<file path="src/rtl/trace_capture_buffer.sv">
// -----------------------------------------------------------------------------
// trace_capture_buffer
//
// Circular trace buffer for retired-instruction samples. After an arm pulse it
// records every valid sample into a DEPTH-entry ring, waits for a programmable
// trigger, keeps capturing POST_TRIGGER further samples and then streams the
// buffer out oldest-first over a valid/ready interface.
//
// Ports
//   clk, reset_n            single rising-edge clock, async active-low reset
//   sample_*                retired instruction (valid, pc, instr, acc,
//                           status, branch_taken)
//   arm / abort             start a capture / return to IDLE from anywhere
//   trig_mode               00 immediate, 01 PC match, 10 branch taken,
//                           11 status & mask nonzero
//   trig_pc, trig_status_mask  trigger operands
//   rd_valid/rd_ready/rd_data/rd_last  readout stream,
//                           rd_data = {pc, instr, acc, status, branch_taken}
//   state                   current FSM state
//   trig_pos                readout index of the trigger entry
//
// state | meaning
// ------+----------------------------------------------------------
// IDLE  | waiting for arm; samples ignored
// ARMED | capturing every valid sample, watching for the trigger
// POST  | capturing the remaining post-trigger samples
// DONE  | capture frozen; buffer streamed out, back to IDLE after last
// -----------------------------------------------------------------------------
module trace_capture_buffer #(
    parameter int PC_WIDTH     = 10,
    parameter int INSTR_WIDTH  = 16,
    parameter int DATA_WIDTH   = 8,
    parameter int DEPTH        = 64,
    parameter int POST_TRIGGER = 32
) (
    input  logic                                            clk,
    input  logic                                            reset_n,
    input  logic                                            sample_valid,
    input  logic [PC_WIDTH-1:0]                             sample_pc,
    input  logic [INSTR_WIDTH-1:0]                          sample_instr,
    input  logic [DATA_WIDTH-1:0]                           sample_acc,
    input  logic [DATA_WIDTH-1:0]                           sample_status,
    input  logic                                            sample_branch_taken,
    input  logic                                            arm,
    input  logic                                            abort,
    input  logic [1:0]                                      trig_mode,
    input  logic [PC_WIDTH-1:0]                             trig_pc,
    input  logic [DATA_WIDTH-1:0]                           trig_status_mask,
    output logic                                            rd_valid,
    input  logic                                            rd_ready,
    output logic [PC_WIDTH+INSTR_WIDTH+2*DATA_WIDTH:0]      rd_data,
    output logic                                            rd_last,
    output logic [1:0]                                      state,
    output logic [$clog2(DEPTH)-1:0]                        trig_pos
);

    localparam int AW = $clog2(DEPTH);
    localparam int FW = AW + 1;
    localparam int EW = PC_WIDTH + INSTR_WIDTH + 2*DATA_WIDTH + 1;

    localparam logic [1:0] ST_IDLE  = 2'b00;
    localparam logic [1:0] ST_ARMED = 2'b01;
    localparam logic [1:0] ST_POST  = 2'b10;
    localparam logic [1:0] ST_DONE  = 2'b11;

    localparam logic [FW-1:0] FILL_MAX = FW'(DEPTH);
    localparam logic [FW-1:0] POST_CNT = FW'(POST_TRIGGER);

    logic [EW-1:0] mem [DEPTH];

    logic [1:0]    state_q,    state_d;
    logic [AW-1:0] wr_ptr_q,   wr_ptr_d;
    logic [FW-1:0] fill_q,     fill_d;
    logic [FW-1:0] cnt_q,      cnt_d;
    logic [AW-1:0] trig_pos_q, trig_pos_d;
    logic [AW-1:0] rd_ptr_q,   rd_ptr_d;
    logic [FW-1:0] rd_left_q,  rd_left_d;
    logic          rd_busy_q,  rd_busy_d;
    logic          rd_valid_q, rd_valid_d;
    logic          rd_last_q,  rd_last_d;
    logic [EW-1:0] rd_data_q,  rd_data_d;

    logic          trig_hit;
    logic          wr_en;
    logic [EW-1:0] sample_entry;
    logic [FW-1:0] fill_inc;
    logic [FW-1:0] trig_pos_full;
    logic [AW-1:0] rd_start;

    assign sample_entry = {sample_pc, sample_instr, sample_acc, sample_status,
                           sample_branch_taken};

    always_comb begin
        trig_hit = 1'b0;
        unique case (trig_mode)
            2'b00:   trig_hit = 1'b1;
            2'b01:   trig_hit = (sample_pc == trig_pc);
            2'b10:   trig_hit = sample_branch_taken;
            default: trig_hit = (trig_status_mask != '0) &&
                                ((sample_status & trig_status_mask) != '0);
        endcase
    end

    // Abort wins over everything, including the write of a concurrent sample.
    assign wr_en = sample_valid && !abort &&
                   ((state_q == ST_ARMED) || (state_q == ST_POST));

    assign fill_inc = (fill_q == FILL_MAX) ? fill_q : fill_q + FW'(1);

    // Trigger index within the readout, from the fill level including the
    // write that closes the capture. Never negative: the trigger and every
    // post-trigger sample are still inside the ring.
    assign trig_pos_full = fill_inc - FW'(1) - POST_CNT;

    // Until the ring has wrapped the oldest entry sits at index 0.
    assign rd_start = (fill_q == FILL_MAX) ? wr_ptr_q : '0;

    always_comb begin
        state_d    = state_q;
        wr_ptr_d   = wr_ptr_q;
        fill_d     = fill_q;
        cnt_d      = cnt_q;
        trig_pos_d = trig_pos_q;
        rd_ptr_d   = rd_ptr_q;
        rd_left_d  = rd_left_q;
        rd_busy_d  = rd_busy_q;
        rd_valid_d = rd_valid_q;
        rd_last_d  = rd_last_q;
        rd_data_d  = rd_data_q;

        if (abort) begin
            state_d    = ST_IDLE;
            rd_valid_d = 1'b0;
            rd_last_d  = 1'b0;
            rd_busy_d  = 1'b0;
        end else begin
            unique case (state_q)
                ST_IDLE: begin
                    if (arm) begin
                        state_d    = ST_ARMED;
                        wr_ptr_d   = '0;
                        fill_d     = '0;
                        cnt_d      = '0;
                        trig_pos_d = '0;
                        rd_busy_d  = 1'b0;
                    end
                end

                ST_ARMED: begin
                    if (wr_en) begin
                        wr_ptr_d = wr_ptr_q + AW'(1);
                        fill_d   = fill_inc;
                        if (trig_hit) begin
                            if (POST_TRIGGER == 0) begin
                                state_d    = ST_DONE;
                                trig_pos_d = trig_pos_full[AW-1:0];
                            end else begin
                                state_d = ST_POST;
                                cnt_d   = POST_CNT;
                            end
                        end
                    end
                end

                ST_POST: begin
                    if (wr_en) begin
                        wr_ptr_d = wr_ptr_q + AW'(1);
                        fill_d   = fill_inc;
                        cnt_d    = cnt_q - FW'(1);
                        if (cnt_q == FW'(1)) begin
                            state_d    = ST_DONE;
                            trig_pos_d = trig_pos_full[AW-1:0];
                        end
                    end
                end

                default: begin
                    // First DONE cycle fetches the oldest entry; rd_valid
                    // therefore rises on the second DONE cycle.
                    if (!rd_busy_q) begin
                        rd_busy_d  = 1'b1;
                        rd_valid_d = 1'b1;
                        rd_data_d  = mem[rd_start];
                        rd_ptr_d   = rd_start + AW'(1);
                        rd_left_d  = fill_q - FW'(1);
                        rd_last_d  = (fill_q == FW'(1));
                    end else if (rd_valid_q && rd_ready) begin
                        if (rd_last_q) begin
                            state_d    = ST_IDLE;
                            rd_valid_d = 1'b0;
                            rd_last_d  = 1'b0;
                            rd_busy_d  = 1'b0;
                        end else begin
                            rd_data_d = mem[rd_ptr_q];
                            rd_ptr_d  = rd_ptr_q + AW'(1);
                            rd_left_d = rd_left_q - FW'(1);
                            rd_last_d = (rd_left_q == FW'(1));
                        end
                    end
                end
            endcase
        end
    end

    always_ff @(posedge clk or negedge reset_n) begin
        if (!reset_n) begin
            state_q    <= ST_IDLE;
            wr_ptr_q   <= '0;
            fill_q     <= '0;
            cnt_q      <= '0;
            trig_pos_q <= '0;
            rd_ptr_q   <= '0;
            rd_left_q  <= '0;
            rd_busy_q  <= 1'b0;
            rd_valid_q <= 1'b0;
            rd_last_q  <= 1'b0;
            rd_data_q  <= '0;
        end else begin
            state_q    <= state_d;
            wr_ptr_q   <= wr_ptr_d;
            fill_q     <= fill_d;
            cnt_q      <= cnt_d;
            trig_pos_q <= trig_pos_d;
            rd_ptr_q   <= rd_ptr_d;
            rd_left_q  <= rd_left_d;
            rd_busy_q  <= rd_busy_d;
            rd_valid_q <= rd_valid_d;
            rd_last_q  <= rd_last_d;
            rd_data_q  <= rd_data_d;
        end
    end

    // Storage is not reset; only entries written since the last arm are read.
    always_ff @(posedge clk) begin
        if (wr_en) begin
            mem[wr_ptr_q] <= sample_entry;
        end
    end

    assign state    = state_q;
    assign trig_pos = trig_pos_q;
    assign rd_valid = rd_valid_q;
    assign rd_last  = rd_last_q;
    assign rd_data  = rd_data_q;

endmodule

</file>
<file path="config.mk">
export PLATFORM = sky130hd
export DESIGN_NAME = trace_capture_buffer
export DESIGN_NICKNAME = d
export VERILOG_FILES = /design/src/rtl/trace_capture_buffer.sv
export SDC_FILE = /design/constraint.sdc
export NUM_CORES = 2
export LEC_CHECK = 0
export CORE_ASPECT_RATIO = 1.1
export CORE_MARGIN = 2
export CORE_UTILIZATION = 45
export DETAILED_ROUTE_END_ITERATION = 6
export PLACE_DENSITY_LB_ADDON = 0.12
export SLEW_MARGIN = 20
export SYNTH_ARGS = -nofsm -noshare
export SYNTH_HDL_FRONTEND = slang
export SYNTH_SLANG_ARGS = --single-unit
</file>
<file path="constraint.sdc">
create_clock -name clk -period 12.67 [get_ports clk]
set_input_delay 2.534 -clock clk [delete_from_list [all_inputs] [get_ports clk]]
set_output_delay 2.534 -clock clk [all_outputs]
set_load 0.02 [all_outputs]
</file>
==> Implementation_results.wiki <==
{| class="wikitable"
! Metric !! Value
|-
| Setup repair after global routing missed its margin || no
|-
| Final wirelength || 558700 um
|-
| Largest fanout of any net on the critical path || 75
|-
| Overall routing resource usage || 0.3666
|-
| Via/cell ratio || 7.233
|-
| Ordered list of cells on the worst path || buf_4 > buf_4 > buf_12 > buf_4 > mux4_2 > o2111ai_1 > a21oi_1 > nor4bb_1 > o31ai_1
|-
| Number of antenna violations at the first check in global routing || 53
|-
| WL per Instance || 43.94 um
|-
| First-pass detailed-route iteration total || 6
|-
| Share of final-layout standard cells stronger than drive strength 1 || 0.2256
|-
| Port Buffers || 121
|-
| Number of buffers created by CTS || 306
|-
| Avg Inst Size Synth || 15.79 um^2
|-
| Post-layout total power || 25.51 mW
|-
| Combined area of all synthesized cells || 133200 um^2
|-
| Clock tree from TritonCTS || built
|-
| Buffers inserted during post-CTS setup optimization || 0
|-
| Sequential standard cell area || 84850 um^2
|-
| Final net count || 8619
|-
| Number of antenna-violating nets in the routed design || 0
|-
| Standby leakage power || 46.75 nW
|-
| Maximum level of the CTS H-tree || 5
|-
| Via count of the routed design || 91.97k
|-
| Detailed-placement wirelength estimate || 343400 um
|-
| Capturing element type of the critical path || flop
|-
| Number of top-level design ports || 122
|-
| Number of nets produced by synthesis || 8521
|-
| Required time at the endpoint of the critical path || 13.46 ns
|-
| Yosys synthesis warning count || 0
|-
| Number of standard cells in the layout, taps in and fillers out || 12.72k
|-
| Final period utilization || 0.4793
|-
| Max_cap viols || 0
|-
| Number of global-route vias before repair || 88.15k
|-
| Total power divided by cell area || 170.2 nW/um^2
|-
| Slowest cell delay on critical path || 0.88 ns
|-
| Critical Path Source Type || flop
|-
| Setup clock skew after layout || 0.05901 ns
|-
| Number of DRC violations after detailed-routing iteration 0 || 15.59k
|-
| Area Growth Syn to Fin || 12.53%
|-
| Area after DPL || 139800 um^2
|-
| Starting density of the core || 0.4520
|-
| Placeable core region || 294700 um^2
|-
| Hold Buf Count CTS || 0
|-
| Total Die Area || 300400 um^2
|-
| Number of fillers in the final layout || 24.06k
|-
| Setup TNS after final layout || 0 ns
|-
| Synth top area share || 0.6204
|-
| Worst slew margin || 0.1382
|-
| Critical path arrival || 6.86 ns
|-
| Gate count after technology mapping || 8438
|-
| Number of max-slew violations in the final report || 0
|-
| Clock Sinks || 2839
|-
| Final worst setup slack || 6.597 ns
|-
| Slowest cell on the critical path || sky130_fd_sc_hd__dfrtp_4
|-
| Number of flops mapped to enable cells by yosys || 2752
|-
| Sequential area share after synthesis || 0.6367
|-
| Floorplan row count || 209
|-
| Clock transition at path regs || 0.06 ns
|-
| Max Clk Rate || 0.1647 GHz
|-
| Hold Path Class || flop to flop
|-
| Largest cells by area after synthesis || sky130_fd_sc_hd__edfxtp_1 (62%), sky130_fd_sc_hd__mux4_2 (16%), sky130_fd_sc_hd__mux2i_1 (4.0%), sky130_fd_sc_hd__nand2_1 (2.7%), sky130_fd_sc_hd__dfrtp_1 (1.6%)
|-
| Buffer type at the clock tree root || sky130_fd_sc_hd__clkbuf_16
|-
| Time the worst path needs with I/O delays and setup || 6.073 ns
|-
| Number of hold violations in the final report || 0
|-
| Category of the critical setup timing path || flop to flop
|-
| Clock latency of the later-clocked register in the worst-skew pair || 0.95 ns
|-
| Post-synthesis async set-or-reset flop share || 0.03064
|-
| Cell taking the most area after synthesis || sky130_fd_sc_hd__edfxtp_1
|-
| Peak supply drop || 0.1437 mV
|-
| Overall overflow remaining after global route || 0
|-
| Flop and latch count out of synthesis || 2839
|-
| Width of the chip || 522.7 um
|-
| Ranking of synthesized cells by instance count || sky130_fd_sc_hd__edfxtp_1 (2752), sky130_fd_sc_hd__nand2_1 (952), sky130_fd_sc_hd__mux4_2 (918)
|-
| Die Ht || 574.6 um
|-
| Area taken by multi-input logic gates || 46220 um^2
|-
| Count of unique library cells instantiated by Yosys || 85
|-
| Global-route wire length before repair || 755200 um
|-
| Placer Congestion || 0.9485
|-
| Cells after DPL || 12.12k
|-
| Number of buffers on the longest clock path || 4
|-
| Number of setup violations in the final report || 0
|-
| Status || complete, no violations
|-
| Maximum number of pins on one net before global-route repair || 116
|-
| DRC violation count after routing || 0
|-
| Transition time of the tightest slew-check pin || 1.288 ns
|-
| Final Instance Area || 149900 um^2
|-
| Post-placement setup slack || 5.948 ns
|-
| Post-CTS resize count || 0
|-
| Synth Flop Type || sky130_fd_sc_hd__edfxtp_1
|-
| Most common cell in the netlist || sky130_fd_sc_hd__edfxtp_1
|-
| Top cell by count, worst path || sky130_fd_sc_hd__buf_4
|}
-- logic make-up after synthesis --
logic type / share of synthesized area
DFF: 0.6367
and+or+nand+nor: 0.05716
AOI/OAI and AO/OA: 0.07749
muxes: 0.2031
buffers and inverters: 0.02230
xor gates and xnor gates: 0.001907
adders and majority gates: 0.001315
-- critical path, delay by kind of cell (launching register included) --
kind	cells	cell delay, ns
buf+inv	4	2.61
flops	1	0.88
compound gates	3	1.25
simple gates	1	0.38
mux	1	0.58
-- worst paths after layout --
path | from | end | slack (ns) | cells after the start
setup / recovery | wr_ptr_q[2] | rd_data[40] | 6.60 | 9
hold / removal | trig_pos[0] | trig_pos[0] | 0.48 | 2
setup reg to reg | wr_ptr_q[2] | rd_data[40] | 6.60 | 9
hold reg to reg | trig_pos[0] | trig_pos[0] | 0.48 | 2
max in group asynchronous | reset_n | rd_data[23] | 9.60 | 2
min in group asynchronous | reset_n | cnt_q[3] | 1.58 | 1
-- layout make-up --
cell class / count / share of cell area
antenna: 26 / 0.0004341
clock buffer: 390 / 0.05387
clock inverter: 168 / 0.01150
inverter: 21 / 0.0005760
multi-input combinational: 4907 / 0.3083
sequential: 2839 / 0.5660
tap: 3903 / 0.03258
timing repair buffer: 461 / 0.02667
-- metal layers --
metal	up-vias	part of all wire	global-route usage
met1	47910	0.36	0.4841
met5	-	0.00050	0
met2	7588	0.44	0.5402
met3	1661	0.13	0.1085
met4	36	0.071	0.2116
li1	34780	-	-
-- through the flow --
step / hold slack, ns / util
6_report: 0.4809 / 0.5086
5_1_grt: 0.5219 / 0.5084
4_1_cts: 0.4901 / 0.5077
3_5_place_dp: 0.4771 / 0.4744
3_3_place_gp: 0.4653 / 0.4740
2_1_floorplan: 0.4707 / -
-- where the power goes --
group          leakage, nW  switching, mW  internal, mW
logic                 16.1           3.75          2.06
registers             25.9          0.278          10.4
clock network         4.76           3.89          5.13
-- cells in the final DEF, fill, tap and decap left out, types with 25 or more instances in the layout --
cell and instances:
sky130_fd_sc_hd__nor2_1 217, sky130_fd_sc_hd__edfxtp_1 2752, sky130_fd_sc_hd__a32oi_1 67, sky130_fd_sc_hd__o211ai_1 45, sky130_fd_sc_hd__clkbuf_1 76, sky130_fd_sc_hd__mux2i_1 529
sky130_fd_sc_hd__a211oi_1 67, sky130_fd_sc_hd__dfrtp_1 77, sky130_fd_sc_hd__a221oi_1 45, sky130_fd_sc_hd__clkinv_2 43, sky130_fd_sc_hd__or3_1 45, sky130_fd_sc_hd__a22oi_1 86
sky130_fd_sc_hd__a21oi_1 393, sky130_fd_sc_hd__nor3_1 64, sky130_fd_sc_hd__a22o_1 31, sky130_fd_sc_hd__mux4_2 918, sky130_fd_sc_hd__clkdlybuf4s50_1 77, sky130_fd_sc_hd__clkinv_1 56
sky130_fd_sc_hd__nand2_1 946, sky130_fd_sc_hd__buf_4 313, sky130_fd_sc_hd__buf_12 29, sky130_fd_sc_hd__o21ai_0 278, sky130_fd_sc_hd__nor2_4 75, sky130_fd_sc_hd__mux2_2 96
sky130_fd_sc_hd__o31ai_1 25, sky130_fd_sc_hd__bufinv_16 29, sky130_fd_sc_hd__clkbuf_16 308, sky130_fd_sc_hd__diode_2 26, sky130_fd_sc_hd__nand4_1 28, sky130_fd_sc_hd__o221ai_1 116
sky130_fd_sc_hd__nand3_1 216, sky130_fd_sc_hd__a31oi_1 89, sky130_fd_sc_hd__buf_2 36, sky130_fd_sc_hd__and3_1 41, sky130_fd_sc_hd__o22ai_1 147
-- flip-flops by register name (all words and copies together), names as in the netlist --
signal	cells
cnt_q	7
mem	2752
wr_ptr_q	6
trig_pos	6
rd_left_q	7
rd_busy_q	1
rd_valid	1
rd_data	43
rd_last	1
state	2
rd_ptr_q	6
fill_q	7
(Power assumes the default switching activity.)
